`src/rtl/impulse_pkg.sv`:
```
// Shared types for the noise oscillator sequencer: command opcodes, FSM states
// and the default period width.
package impulse_pkg;

  localparam int NOISE_PERIOD_W = 17;

  typedef enum logic [1:0] {
    NOTE_ON   = 2'd0,
    SET_LEN   = 2'd1,
    NOTE_OFF  = 2'd2,
    SET_SWEEP = 2'd3
  } noise_cmd_e;

  typedef enum logic [1:0] {
    IDLE  = 2'd0,
    START = 2'd1,
    PLAY  = 2'd2
  } noise_ctrl_state_e;

endpackage

```
`src/rtl/noise_sweep.sv`:
```
// Period sweep for noise_ctrl: divides sample ticks down to sweep steps and
// computes the next period, saturated to [MIN_PERIOD, 2^PERIOD_W-1].
module noise_sweep
  import impulse_pkg::*;
#(
  parameter int PERIOD_W   = NOISE_PERIOD_W,
  parameter int MIN_PERIOD = 1,
  parameter int SWEEP_DIV  = 64
) (
  input  logic                clk,
  input  logic                rst,
  input  logic                clear,
  input  logic                tick,
  input  logic                load,
  input  logic [PERIOD_W-1:0] cfg,
  input  logic [PERIOD_W-1:0] period,
  output logic                apply,
  output logic [PERIOD_W-1:0] period_next
);

  localparam int STEP_W = PERIOD_W - 1;
  localparam int EXT_W  = PERIOD_W + 1;
  localparam int CNT_W  = (SWEEP_DIV > 1) ? $clog2(SWEEP_DIV) : 1;

  localparam logic [EXT_W-1:0] MAX_EXT = {1'b0, {PERIOD_W{1'b1}}};
  localparam logic [EXT_W-1:0] MIN_EXT = EXT_W'(MIN_PERIOD);

  logic              dir_q;
  logic [STEP_W-1:0] step_q;
  logic [CNT_W-1:0]  cnt_q;
  logic              wrap;
  logic [EXT_W-1:0]  sum;
  logic [EXT_W-1:0]  diff;

  assign wrap  = (cnt_q == CNT_W'(SWEEP_DIV - 1));
  assign apply = tick && wrap && (step_q != '0);

  // NOTE: sequential state uses non-blocking assignments so every flop samples pre-edge values.
  always_ff @(posedge clk) begin
    if (rst) begin
      dir_q  <= 1'b0;
      step_q <= '0;
      cnt_q  <= '0;
    end else begin
      if (load) begin
        dir_q  <= cfg[PERIOD_W-1];
        step_q <= cfg[STEP_W-1:0];
      end
      if (clear) begin
        cnt_q <= '0;
      end else if (tick) begin
        cnt_q <= wrap ? '0 : cnt_q + CNT_W'(1);
      end
    end
  end

  assign sum  = {1'b0, period} + EXT_W'(step_q);
  assign diff = {1'b0, period} - EXT_W'(step_q);

  // NOTE: default assigned first so no path through always_comb leaves period_next unassigned (no latch).
  always_comb begin
    period_next = period;
    if (dir_q) begin
      if (sum > MAX_EXT)      period_next = MAX_EXT[PERIOD_W-1:0];
      else if (sum < MIN_EXT) period_next = MIN_EXT[PERIOD_W-1:0];
      else                    period_next = sum[PERIOD_W-1:0];
    end else begin
      // A set top bit means the subtraction borrowed below zero.
      if (diff[PERIOD_W] || (diff < MIN_EXT)) period_next = MIN_EXT[PERIOD_W-1:0];
      else                                    period_next = diff[PERIOD_W-1:0];
    end
  end

endmodule

```
`src/rtl/noise_ctrl.sv`:
```
// Noise oscillator sequencer: command decode, IDLE/START/PLAY FSM and note-length
// counter. Define NOISE_CTRL_SWEEP_EN to build the period sweep (noise_sweep).
module noise_ctrl
  import impulse_pkg::*;
#(
  parameter int PERIOD_W   = NOISE_PERIOD_W,
  parameter int LEN_W      = 16,
  parameter int MIN_PERIOD = 1,
  parameter int SWEEP_DIV  = 64
) (
  input  logic                clk,
  input  logic                rst,
  input  logic                sample_tick,
  input  logic                cmd_valid,
  output logic                cmd_ready,
  input  logic [1:0]          cmd_op,
  input  logic [PERIOD_W-1:0] cmd_data,
  output logic                osc_en,
  output logic                osc_rst,
  output logic [PERIOD_W-1:0] osc_period,
  output logic                busy,
  output logic                done
);

  noise_ctrl_state_e state_q, state_d;
  noise_cmd_e        op;
  logic [PERIOD_W-1:0] period_q;
  logic [LEN_W-1:0]    len_reg_q;
  logic [LEN_W-1:0]    len_cnt_q;
  logic                accept;
  logic                tick_play;
  logic                expire;
  logic                note_on;
  logic                sweep_apply;
  logic [PERIOD_W-1:0] sweep_period;

  assign op        = noise_cmd_e'(cmd_op);
  assign cmd_ready = !rst && (state_q != START);
  assign accept    = cmd_valid && cmd_ready;
  assign note_on   = accept && (op == NOTE_ON);
  // An accepted command pre-empts any tick-driven length or sweep update this cycle.
  assign tick_play = sample_tick && (state_q == PLAY) && !accept;
  assign expire    = tick_play && (len_cnt_q == LEN_W'(1));

  assign osc_en     = (state_q == PLAY);
  assign osc_rst    = rst || (state_q == START);
  assign osc_period = period_q;
  assign busy       = (state_q != IDLE);
  assign done       = !rst && expire;

  always_comb begin
    state_d = state_q;
    unique case (state_q)
      IDLE:  if (note_on) state_d = START;
      START: state_d = PLAY;
      PLAY: begin
        if (accept && (op == NOTE_ON))       state_d = START;
        else if (accept && (op == NOTE_OFF)) state_d = IDLE;
        else if (expire)                     state_d = IDLE;
      end
      default: state_d = IDLE;
    endcase
  end

  always_ff @(posedge clk) begin
    if (rst) begin
      state_q   <= IDLE;
      period_q  <= '0;
      len_reg_q <= '0;
      len_cnt_q <= '0;
    end else begin
      state_q <= state_d;
      if (accept) begin
        if (op == NOTE_ON) begin
          period_q  <= cmd_data;
          len_cnt_q <= len_reg_q;
        end
        if (op == SET_LEN) len_reg_q <= cmd_data[LEN_W-1:0];
      end else begin
        if (tick_play && (len_cnt_q != '0)) len_cnt_q <= len_cnt_q - LEN_W'(1);
        if (sweep_apply) period_q <= sweep_period;
      end
    end
  end

`ifdef NOISE_CTRL_SWEEP_EN
  noise_sweep #(
    .PERIOD_W  (PERIOD_W),
    .MIN_PERIOD(MIN_PERIOD),
    .SWEEP_DIV (SWEEP_DIV)
  ) u_sweep (
    .clk        (clk),
    .rst        (rst),
    .clear      (note_on),
    .tick       (tick_play),
    .load       (accept && (op == SET_SWEEP)),
    .cfg        (cmd_data),
    .period     (period_q),
    .apply      (sweep_apply),
    .period_next(sweep_period)
  );
`else
  // Without the sweep, SET_SWEEP is accepted and dropped.
  assign sweep_apply  = 1'b0;
  assign sweep_period = '0;
`endif

endmodule

```
`config.mk`:
```
export PLATFORM = sky130hd
export DESIGN_NAME = noise_ctrl
export DESIGN_NICKNAME = d
export VERILOG_FILES = /design/src/rtl/impulse_pkg.sv /design/src/rtl/noise_sweep.sv /design/src/rtl/noise_ctrl.sv
export SDC_FILE = /design/constraint.sdc
export NUM_CORES = 1
export LEC_CHECK = 0
export CAP_MARGIN = 30
export CORE_MARGIN = 5
export CORE_UTILIZATION = 52
export CTS_BUF_LIST = sky130_fd_sc_hd__clkbuf_16
export CTS_CLUSTER_DIAMETER = 80
export CTS_CLUSTER_SIZE = 30
export DETAILED_ROUTE_END_ITERATION = 12
export PLACE_DENSITY = 0.83
export SLEW_MARGIN = 40
export SYNTH_ARGS = -nofsm -noshare
export SYNTH_HDL_FRONTEND = slang
export SYNTH_HIERARCHICAL = 1
export SYNTH_SLANG_ARGS = --single-unit
```
`constraint.sdc`:
```
create_clock -name clk -period 2.4 [get_ports clk]
set_clock_uncertainty 0.2 [all_clocks]
set_input_delay 0.72 -clock clk [delete_from_list [all_inputs] [get_ports clk]]
set_output_delay 0.72 -clock clk [all_outputs]
set_load 0.02 [all_outputs]
```
==> results of run 1 <==
-- cell type report --
type	count	area, µm²
Clock inverter	3	38.8
Sequential cell	51	1020
Timing Repair Buffer	97	871
Inverter	7	26.3
Multi-Input combinational cell	237	1300
Tap cell	52	65.1
Clock buffer	5	125
Fill cell	289	968
-- report_power, final --
part	leakage, nW	total [mW]	internal, mW	switching, mW
Clock	0.0812	0.787	0.486	0.301
Sequential	0.413	0.881	0.868	0.0131
Combinational	0.831	0.401	0.186	0.215
Total	1.32	2.07	1.54	0.529
-- state kept, by name, indices dropped and copies added, names as in the netlist --
signal	flops
len_reg_q	16
osc_period	17
state_q	2
len_cnt_q	16
-- cell usage in the layout (no fill, tap or decap), types with 2 or more instances in the layout --
cell type and n:
sky130_fd_sc_hd__clkbuf_16 5, sky130_fd_sc_hd__dlygate4sd2_1 2, sky130_fd_sc_hd__or4_4 2, sky130_fd_sc_hd__nand3_1 9, sky130_fd_sc_hd__nand2_1 86, sky130_fd_sc_hd__ha_1 2, sky130_fd_sc_hd__nor2b_1 2, sky130_fd_sc_hd__buf_4 48
sky130_fd_sc_hd__a221o_1 2, sky130_fd_sc_hd__inv_1 7, sky130_fd_sc_hd__nor4_4 2, sky130_fd_sc_hd__o32ai_1 9, sky130_fd_sc_hd__clkdlybuf4s15_2 2, sky130_fd_sc_hd__nor3b_1 2, sky130_fd_sc_hd__buf_12 2, sky130_fd_sc_hd__nor2_2 3
sky130_fd_sc_hd__buf_6 4, sky130_fd_sc_hd__nor2_1 11, sky130_fd_sc_hd__clkdlybuf4s50_1 38, sky130_fd_sc_hd__nor4_1 2, sky130_fd_sc_hd__a21oi_1 66, sky130_fd_sc_hd__nand2b_1 2, sky130_fd_sc_hd__dfxtp_1 51, sky130_fd_sc_hd__nor3_1 7
sky130_fd_sc_hd__nand4_1 2, sky130_fd_sc_hd__and3_1 4, sky130_fd_sc_hd__o22ai_1 2
-- logic make-up after synthesis --
| group | share of synthesized area [%] |
|---|---|
| flip-flops | 42.7 |
| AO/OA/AOI/OAI | 22.4 |
| adder cells (fa/ha/maj) | 1.05 |
| AND/OR/NAND/NOR | 28.6 |
| buffers and inverters | 5.33 |
-- layer usage --
| layer | part of all wire [%] | GRT usage [%] | up-vias |
|---|---|---|---|
| li1 | - | - | 1277 |
| met1 | 40 | 31.0 | 1263 |
| met2 | 49 | 38.8 | 125 |
| met3 | 8.2 | 6.60 | 18 |
| met4 | 2.6 | 9.11 | 0 |
| met5 | 0 | 0 | - |
-- final timing paths --
kind	start	end	slack, ns	cells past startpoint
worst min-delay path	osc_period[13]$_SDFFE_PP0P_	osc_period[13]$_SDFFE_PP0P_	0.26	2
worst min register to register	osc_period[13]$_SDFFE_PP0P_	osc_period[13]$_SDFFE_PP0P_	0.26	2
worst max-delay path	len_cnt_q[9]$_SDFFE_PP0P_	done	-0.39	5
worst max register to register	len_cnt_q[0]$_SDFFE_PP0P_	len_cnt_q[9]$_SDFFE_PP0P_	0.13	6
-- stage by stage --
step           utilization [%]  area (µm²)
2_1_floorplan                -        2400
3_3_place_gp              73.1        3230
3_5_place_dp              73.1        3230
4_1_cts                   77.0        3400
5_1_grt                   78.1        3450
6_report                  78.1        3450
-- critical path: stages, from the launching register on --
cell and delay [ns]:
sky130_fd_sc_hd__dfxtp_1 0.31, sky130_fd_sc_hd__or4_4 0.56, sky130_fd_sc_hd__nor4_4 0.24, sky130_fd_sc_hd__nand4_1 0.21, sky130_fd_sc_hd__nor2_2 0.14, sky130_fd_sc_hd__buf_6 0.13
-- what timing repair did --
item,4_1_cts,5_1_grt
gates resized for setup,15,10
setup endpoints to repair,5,33
pin swaps,1,0
endpoints found under the hold margin,0,0
==> flow_results.org, run 1 <==
** STA
- Setup repair after global routing could not meet its margin everywhere.
- Final worst setup slack :: -0.394 ns
- After routing, the total negative slack on setup checks comes to -0.394 ns.
- Final setup violation count :: 1
- Final hold violations :: 0
- The number of max-slew violations in the final report is 0.
- Max Fclk :: 358 MHz
- The final critical path takes up 116% of the cycle.
- Worst-margin pin slew :: 0.516 ns
- Worst hold slack :: 0.257 ns
- Max-slew headroom :: 65.3%
- Time the worst path needs with I/O delays and setup :: 2.79 ns

** Floorplanning
- The region available for standard cell placement spans 4410 µm².
- Die height :: 77.8 µm
- Number of top-level design ports :: 45
- The initialized floorplan defines 24 standard-cell rows.
- Measured along the x axis, the die boundary spans 77.8 µm.
- Area enclosed by the die boundary :: 6060 µm²
- Starting density of the core :: 54.2%

** Synthesis
- In this run, synthesis produced a sequential element count of 51.
- Synthesized area divided by synthesized cell count :: 7.55 µm²
- Most frequently used cell type in the post-synthesis netlist :: sky130_fd_sc_hd__nand2_1
- In this run, synthesis inferred 0 flip-flops with an integrated enable.
- Top cell types by occurrence after synthesis :: sky130_fd_sc_hd__nand2_1 (86), sky130_fd_sc_hd__a21oi_1 (66), sky130_fd_sc_hd__dfxtp_1 (51)
- The biggest area contributor in the post-synthesis netlist is sky130_fd_sc_hd__dfxtp_1.
- Async S/R FF share, synth :: 0%
- Yosys attributes the largest share of cell area to sky130_fd_sc_hd__dfxtp_1 (43%), sky130_fd_sc_hd__a21oi_1 (14%), sky130_fd_sc_hd__nand2_1 (13%).
- Counting every instance in the synthesized netlist gives 317.
- Counting distinct cell types in the post-synthesis netlist gives 42.
- For this run, the register share of the synthesized area comes to 42.7%.
- After synthesis, the largest area contributor takes up 42.7% of total cell area.
- Ys Warns :: 6
- Predominant post-synthesis flop cell :: sky130_fd_sc_hd__dfxtp_1
- The number of nets in the synthesized netlist is 342.
- Netlist area before placement :: 2390 µm²

** GRT
- The initial antenna violation count came to 0.
- Summed over all layers, the global routing overflow is 0.
- Overall Global Routing Usage :: 24.2%
- The number of global-route vias before repair is 2625.
- Entering global routing, the biggest net connects 41 pins.
- Global-route wire length before repair :: 12200 µm

** Worst hold path
- The path class of the tightest hold or removal check is reg -> reg.

** Detailed routing
- The first detailed-routing pass took 5 iterations.
- Dividing the detail-routed wire length by the instance count gives 16.6 µm.
- Using the TritonRoute via totals, the vias-per-cell ratio works out to 5.94.
- The detail route stage leaves a number of antenna-violating nets equal to 0.
- Total via count in the routed design :: 2683
- Initial DRC Count :: 280
- For this run, design rule violations remaining after detail routing come to 0.
- The routed design has 7480 µm of wire.

** Clocking
- After clock tree synthesis, the setup repair step added 0 buffers.
- Number of hold-repair buffers added at the cts stage :: 0
- Maximum root-to-sink buffer count :: 2
- TritonCTS created 5 clock buffers.
- Root buffer cell :: sky130_fd_sc_hd__clkbuf_16
- Total clock sinks :: 51
- Worst skew pair latency :: 0.29 ns
- Post-CTS clock slew at the launch and capture registers of the worst setup and hold paths :: 0.06 ns
- CTS H-tree lvls :: 2
- TritonCTS built the clock tree.

** Worst setup path
- The worst setup path is captured at a primary output.
- Data on the critical path is required at its endpoint by 1.48 ns.
- The worst setup path is launched from a flop.
- Crit Path Max Fanout :: 2
- Type of the worst setup path :: reg -> out
- Arrival time of the worst setup path :: 1.87 ns

** Layout
- Number of antenna cells inserted :: 0
- Post-route non-filler standard cell count :: 452
- Layout overhead on the synthesized area :: 44.0%
- The final layout contains 424 nets.
- The post-route netlist has 20.3% of its cells at a drive strength greater than 1.

** Pwr
- Power spread over the standard cell area amounts to 601 nW/µm².
- The completed layout was analyzed and its total power is 2.07 mW.
- Static power due to leakage :: 1.32 nW
- IR analysis of the VDD net gives a maximum drop of 0.485 mV.

** Placement
- Once placement completed, the tool counted placed cells totaling 444.
- The count of buffers added on input and output ports is 44.
- Setup Slack @ Placement :: -0.781 ns
- Gpl congestion :: 0.853
- Summed over all nets, the half-perimeter wirelength after detailed placement is 4990 µm.

** Status
- Violations in the final reports :: setup timing
- The run finished, with violations left.

** Flow run
- Across the run, the number of max-cap violations was 0.
(Power assumes the default switching activity.)
==> run 2, diff against run 1 <==
- CORE_MARGIN: 5 -> unset
- GPL_TIMING_DRIVEN: unset -> 0
==> flow_results.org, run 2 (synthesis results as in run 1) <==
** Status
- Status :: complete, but fails checks
- Violations in the final reports :: setup timing

** Detailed routing
- The first detailed-routing pass took 5 iterations.
- Total via count in the routed design :: 2585
- In the final routed layout, each cell accounts on average for 16.4 µm.
- For this run, design rule violations remaining after detail routing come to 0.
- After detailed routing, the number of vias per cell comes to 6.00.
- Once detail routing completed, the nets flagged for antenna violations numbered 0.
- The routed design has 7070 µm of wire.
- Initial DRC Count :: 243

** GRT
- Via count of the first global-routing pass :: 2339
- Pin count of the biggest net entering global routing :: 17
- Global routing used 29.1% of the available tracks.
- The initial antenna violation count came to 0.
- Global-route wire length before repair :: 11300 µm
- After global routing the overflow that remains totals 0.

** Placement
- At the end of routability-driven placement, the weighted congestion stood at 0.873.
- Total of buffers placed on input and output ports :: 44
- After legalization and detailed placement, the total HPWL measured 4570 µm.
- Total instance count after detailed placement :: 413
- Setup Slack @ Placement :: -1.19 ns
- Summing all placed instances gives a cell area of 2900 µm².

** STA
- Setup_tns :: -0.601 ns
- The number of max-slew violations in the final report is 0.
- Final hold violations :: 0
- Of the available clock period, the critical path in the final layout requires 125%.
- Final setup violation count :: 1
- For the finished layout, the period the worst path requires is 3.00 ns.
- Worst-margin pin slew :: 0.523 ns
- In this run the tightest slew margin relative to its limit is 65.1%.
- Setup repair after global routing could not meet its margin everywhere.
- Based on the critical path, the design can be clocked at up to 333 MHz.
- Final worst setup slack :: -0.601 ns
- Final hold analysis gives a worst-case slack of 0.253 ns.

** Layout
- The library cell used most frequently in the layout, excluding fill and tap cells, is sky130_fd_sc_hd__nand2_1.
- The register with the most flip-flops in the layout has 17 of them.
- In the layout the commonest cells are sky130_fd_sc_hd__nand2_1 (85), sky130_fd_sc_hd__a21oi_1 (66), sky130_fd_sc_hd__dfxtp_1 (46).
- Layout overhead on the synthesized area :: 35.1%
- 0 antenna diodes ended up in the layout.
- In the final design database the tool counted 403 nets.
- After the flow finishes, the layout carries non-filler instances totaling 431.
- Layout Utilization :: 73.7%
- Of the cells placed in the final design, the portion with a size suffix greater than 1 is 15.3%.
- After routing the design area is 3230 µm².

** Floorplanning
- Horizontal die dimension :: 69.8 µm
- The floorplan step set the die height to 69.8 µm.
- Number of core rows :: 24
- Area enclosed by the die boundary :: 4880 µm²
- During I/O placement, the number of pins put on the boundary was 45.
- Starting density of the core :: 54.6%
- Core region area :: 4380 µm²

** Flow run
- Max Cap Violations :: 0

** Clocking
- Root buffer cell :: sky130_fd_sc_hd__clkbuf_16
- TritonCTS built the clock tree.
- Number of hold-repair buffers added at the cts stage :: 0
- For this design, the sink count on the clock tree is 51.
- Worst skew pair latency :: 0.29 ns
- Maximum root-to-sink buffer count :: 2
- CTS H-tree lvls :: 2
- After clock tree synthesis, the clock-pin slew on the worst setup and hold paths is 0.07 ns.
- Counting the buffers created by CTS gives 5.

** Pwr
- For this design the ratio of total power to cell area is 601 nW/µm².
- IR analysis of the VDD net gives a maximum drop of 0.462 mV.
- For this design the static power due to leakage is 1.19 nW.
- Total Power Consumption :: 1.94 mW

** Worst setup path
- Critical path startpoint category :: flop
- Data on the critical path arrives at its endpoint at 2.08 ns.
- Type of the worst setup path :: reg -> out
- Crit Path Max Fanout :: 5
- The worst setup path is captured at a primary output.
- At the worst endpoint, the required time is 1.48 ns.

** Worst hold path
- The path class of the tightest hold or removal check is reg -> reg.
## run 2: final timing paths
kind | start | to | slack [ns] | cells after the start
worst max-delay path | len_cnt_q[10]$_SDFFE_PP0P_ | done | -0.60 | 5
worst min-delay path | osc_period[1]$_SDFFE_PP0P_ | osc_period[1]$_SDFFE_PP0P_ | 0.25 | 2
worst max register to register | len_cnt_q[10]$_SDFFE_PP0P_ | len_cnt_q[0]$_SDFFE_PP0P_ | 0.02 | 8
worst min register to register | osc_period[1]$_SDFFE_PP0P_ | osc_period[1]$_SDFFE_PP0P_ | 0.25 | 2
## run 2: repair_timing
action | 4_1_cts | 5_1_grt
endpoints found under the setup margin | 48 | 20
buffers inserted | 5 | 6
pin swaps | 5 | 5
resized for setup | 42 | 15
## run 2: critical path: stages (launching register included)
cell,delay [ns]
sky130_fd_sc_hd__dfxtp_2,0.34
sky130_fd_sc_hd__or4_4,0.57
sky130_fd_sc_hd__nor4_4,0.34
sky130_fd_sc_hd__nand4_1,0.24
sky130_fd_sc_hd__nor2_2,0.18
sky130_fd_sc_hd__buf_6,0.14
## run 2: metal layers
layer	global-route usage (%)	vias up	part of all wire, %
met5	0	-	0
met1	38.8	1204	44
li1	-	1237	-
met4	13.1	0	3.1
met2	44.7	118	46
met3	7.12	26	7.2
## run 2: cell type report
cell class,instances,area (µm²)
buffer,21,131
clock buffer,5,125
clock inverter,3,20.0
fill,308,1150
inverter,7,26.3
multi-input combinational,237,1330
sequential,51,1030
tap,52,65.1
timing repair buffer,55,512
## run 2: power breakdown
group          switching [mW]  internal [mW]  leakage (nW)  total [mW]
registers              0.0201          0.869         0.415       0.889
logic                   0.194          0.162         0.712       0.356
clock network           0.314          0.384        0.0658       0.698
total                   0.528           1.42          1.19        1.94
==> run 3, diff against run 2 <==
- RECOVER_POWER: unset -> 25
==> flow_results.org, run 3 (synthesis results as in run 1) <==
** Status
- The flow ran to the end, but the final reports show violations.
- Violations in the final reports :: setup timing

** Clocking
- The H-tree was split into 2 levels.
- For the worst-skew pair, the clock arrives at the later sink with an insertion delay of 0.29 ns.
- Total clock sinks :: 51
- TritonCTS buffer count :: 5
- TritonCTS built the clock tree.
- The number of hold buffers added after CTS was 0.
- Clock-pin slew was measured on the worst setup and hold paths at 0.06 ns.
- Root buffer cell :: sky130_fd_sc_hd__clkbuf_16
- Maximum root-to-sink buffer count :: 2

** Layout
- Ratio of cells with drive above 1 in the final layout :: 14.8%
- Excluding fillers, the count of instances in the completed layout stands at 431.
- The net count of the finished layout is 403.
- 0 antenna diodes ended up in the layout.
- Flip-flop count of the largest register after layout :: 17
- Leaving out fill and tap cells, the most frequent cell in the layout is sky130_fd_sc_hd__nand2_1.
- Fillcell total :: 315
- The top cell types in the final layout, fill and taps aside, are sky130_fd_sc_hd__nand2_1 (85), sky130_fd_sc_hd__a21oi_1 (66), sky130_fd_sc_hd__dfxtp_1 (46).
- The area growth from synthesis to layout is 33.9%.

** Pwr
- Power density relative to cell area :: 605 nW/µm²
- Max IR drop VDD :: 0.462 mV
- Summed over all cells, the static leakage comes to 1.17 nW.
- The design draws 1.94 mW.

** GRT
- Pin count of the biggest net entering global routing :: 17
- Across every metal layer, demand over resource in global routing totals 29.1%.
- Global-route wire length before repair :: 11300 µm
- Leftover overflow at the end of global routing :: 0
- The number of global-route vias before repair came to 2339.
- Antenna violations before repair :: 0

** Worst setup path
- Logic depth of the worst register-to-register path :: 8
- Standard cell with the maximum stage delay on the critical path :: sky130_fd_sc_hd__or4_4
- The critical path is of the reg -> out type.
- For the worst setup path, the data arrival time is 2.07 ns.
- Maximum single-stage delay on the critical path :: 0.58 ns
- Data on the critical path is required at its endpoint by 1.48 ns.
- Critical path startpoint category :: flop
- Crit Path Max Fanout :: 5
- Crit path capture type :: primary output
- Traced cell by cell, the critical path runs through or4_4 -> nor4_4 -> nand4_1 -> nor2_2 -> buf_6.

** Floorplanning
- Area enclosed by the die boundary :: 4880 µm²
- Horizontal die dimension :: 69.8 µm
- Number of core rows :: 24
- Core region area :: 4380 µm²
- 45 I/O pins were placed.
- Measured along the y axis, the die boundary spans 69.8 µm.
- Starting density of the core :: 54.6%

** Detailed routing
- Dividing the detail-routed wire length by the instance count gives 16.3 µm.
- Sum of routed wire length over all layers :: 7030 µm
- Initial DRC Count :: 216
- Drt first pass iters :: 5
- Via density per instance :: 5.94
- The count of nets left with antenna violations once routing finished came out at 0.
- For this block, the via count after detailed routing is 2558.
- Post-detailed-route DRC marker count :: 0

** STA
- Timing would allow up to 335 MHz.
- Hold is met by 0.253 ns.
- Time the worst path needs with I/O delays and setup :: 2.99 ns
- RSZ-0062 raised after global routing :: true
- Max-slew headroom :: 64.5%
- Period utilisation layout :: 124%
- At the pin with the least slew margin, the transition time is 0.532 ns.
- In the post-route analysis, the smallest setup slack over all paths is -0.586 ns.
- The number of hold-slack violations in the final timing report is 0.
- Setup violations remaining at the end of the flow were counted as 1.
- Final Max Slew Viols :: 0

** Flow run
- The tool flagged a number of max-cap violations equal to 0.

** Placement
- Placed wire-length estimate :: 4570 µm
- Port buffering added 44 buffers.
- Counting tap cells, the placed design contains a total of 413 instances.
- Routability-driven placement finished with a final weighted congestion of 0.873.

** Worst hold path
- Number of cells on the worst hold path :: 2
- Tightest Hold Check Type :: reg -> reg
run 3: power by group:
| group | total [mW] | switching (mW) | internal (mW) |
|---|---|---|---|
| sequential | 0.889 | 0.0202 | 0.869 |
| combinational | 0.352 | 0.192 | 0.160 |
| clock | 0.698 | 0.314 | 0.384 |
run 3: worst max-delay path: cells and delay by family, from the launching register on:
family | cells | cell delay [ns]
buffers and inverters | 1 | 0.14
DFF | 1 | 0.32
and+or+nand+nor | 4 | 1.31
run 3: worst paths after layout:
kind,start,to,slack (ns)
max,len_cnt_q[12]$_SDFFE_PP0P_,done,-0.59
min,osc_period[1]$_SDFFE_PP0P_,osc_period[1]$_SDFFE_PP0P_,0.25
max reg2reg,len_cnt_q[12]$_SDFFE_PP0P_,len_cnt_q[0]$_SDFFE_PP0P_,0.04
min reg2reg,osc_period[1]$_SDFFE_PP0P_,osc_period[1]$_SDFFE_PP0P_,0.25
run 3: through the flow:
stage | setup TNS, ns | worst slack (ns) | area (µm²) | util (%)
3_5_place_dp | -26.74 | -1.19 | 2900 | 66.2
6_report | -0.586 | -0.586 | 3200 | 73.1
3_3_place_gp | -25.07 | -1.18 | 2900 | 66.2
5_1_grt | -1.83 | -0.610 | 3200 | 73.1
4_1_cts | -1.01 | -0.494 | 3170 | 72.2
2_1_floorplan | 0 | 0.000216 | 2400 | -
run 3: final cells by class:
cell class,count,area [µm²],area share (%)
Tap cell,52,65.1,2.03
Sequential cell,51,1030,32.1
Timing Repair Buffer,55,500,15.6
Inverter,7,26.3,0.820
Buffer,21,131,4.10
Multi-Input combinational cell,237,1310,40.8
Clock buffer,5,125,3.90
Clock inverter,3,20.0,0.625
run 3: timing repair:
item / CTS / global route
buffers inserted: 5 / 6
gates resized for setup: 42 / 15
pin swaps: 5 / 5
endpoints found under the setup margin: 48 / 20
run 3: metal layers:
metal	global-route usage [%]	part of all wire [%]	vias up
met4	13.1	2.8	0
li1	-	-	1232
met5	0	0	-
met1	38.8	43	1180
met2	44.7	47	125
met3	7.12	7.7	21
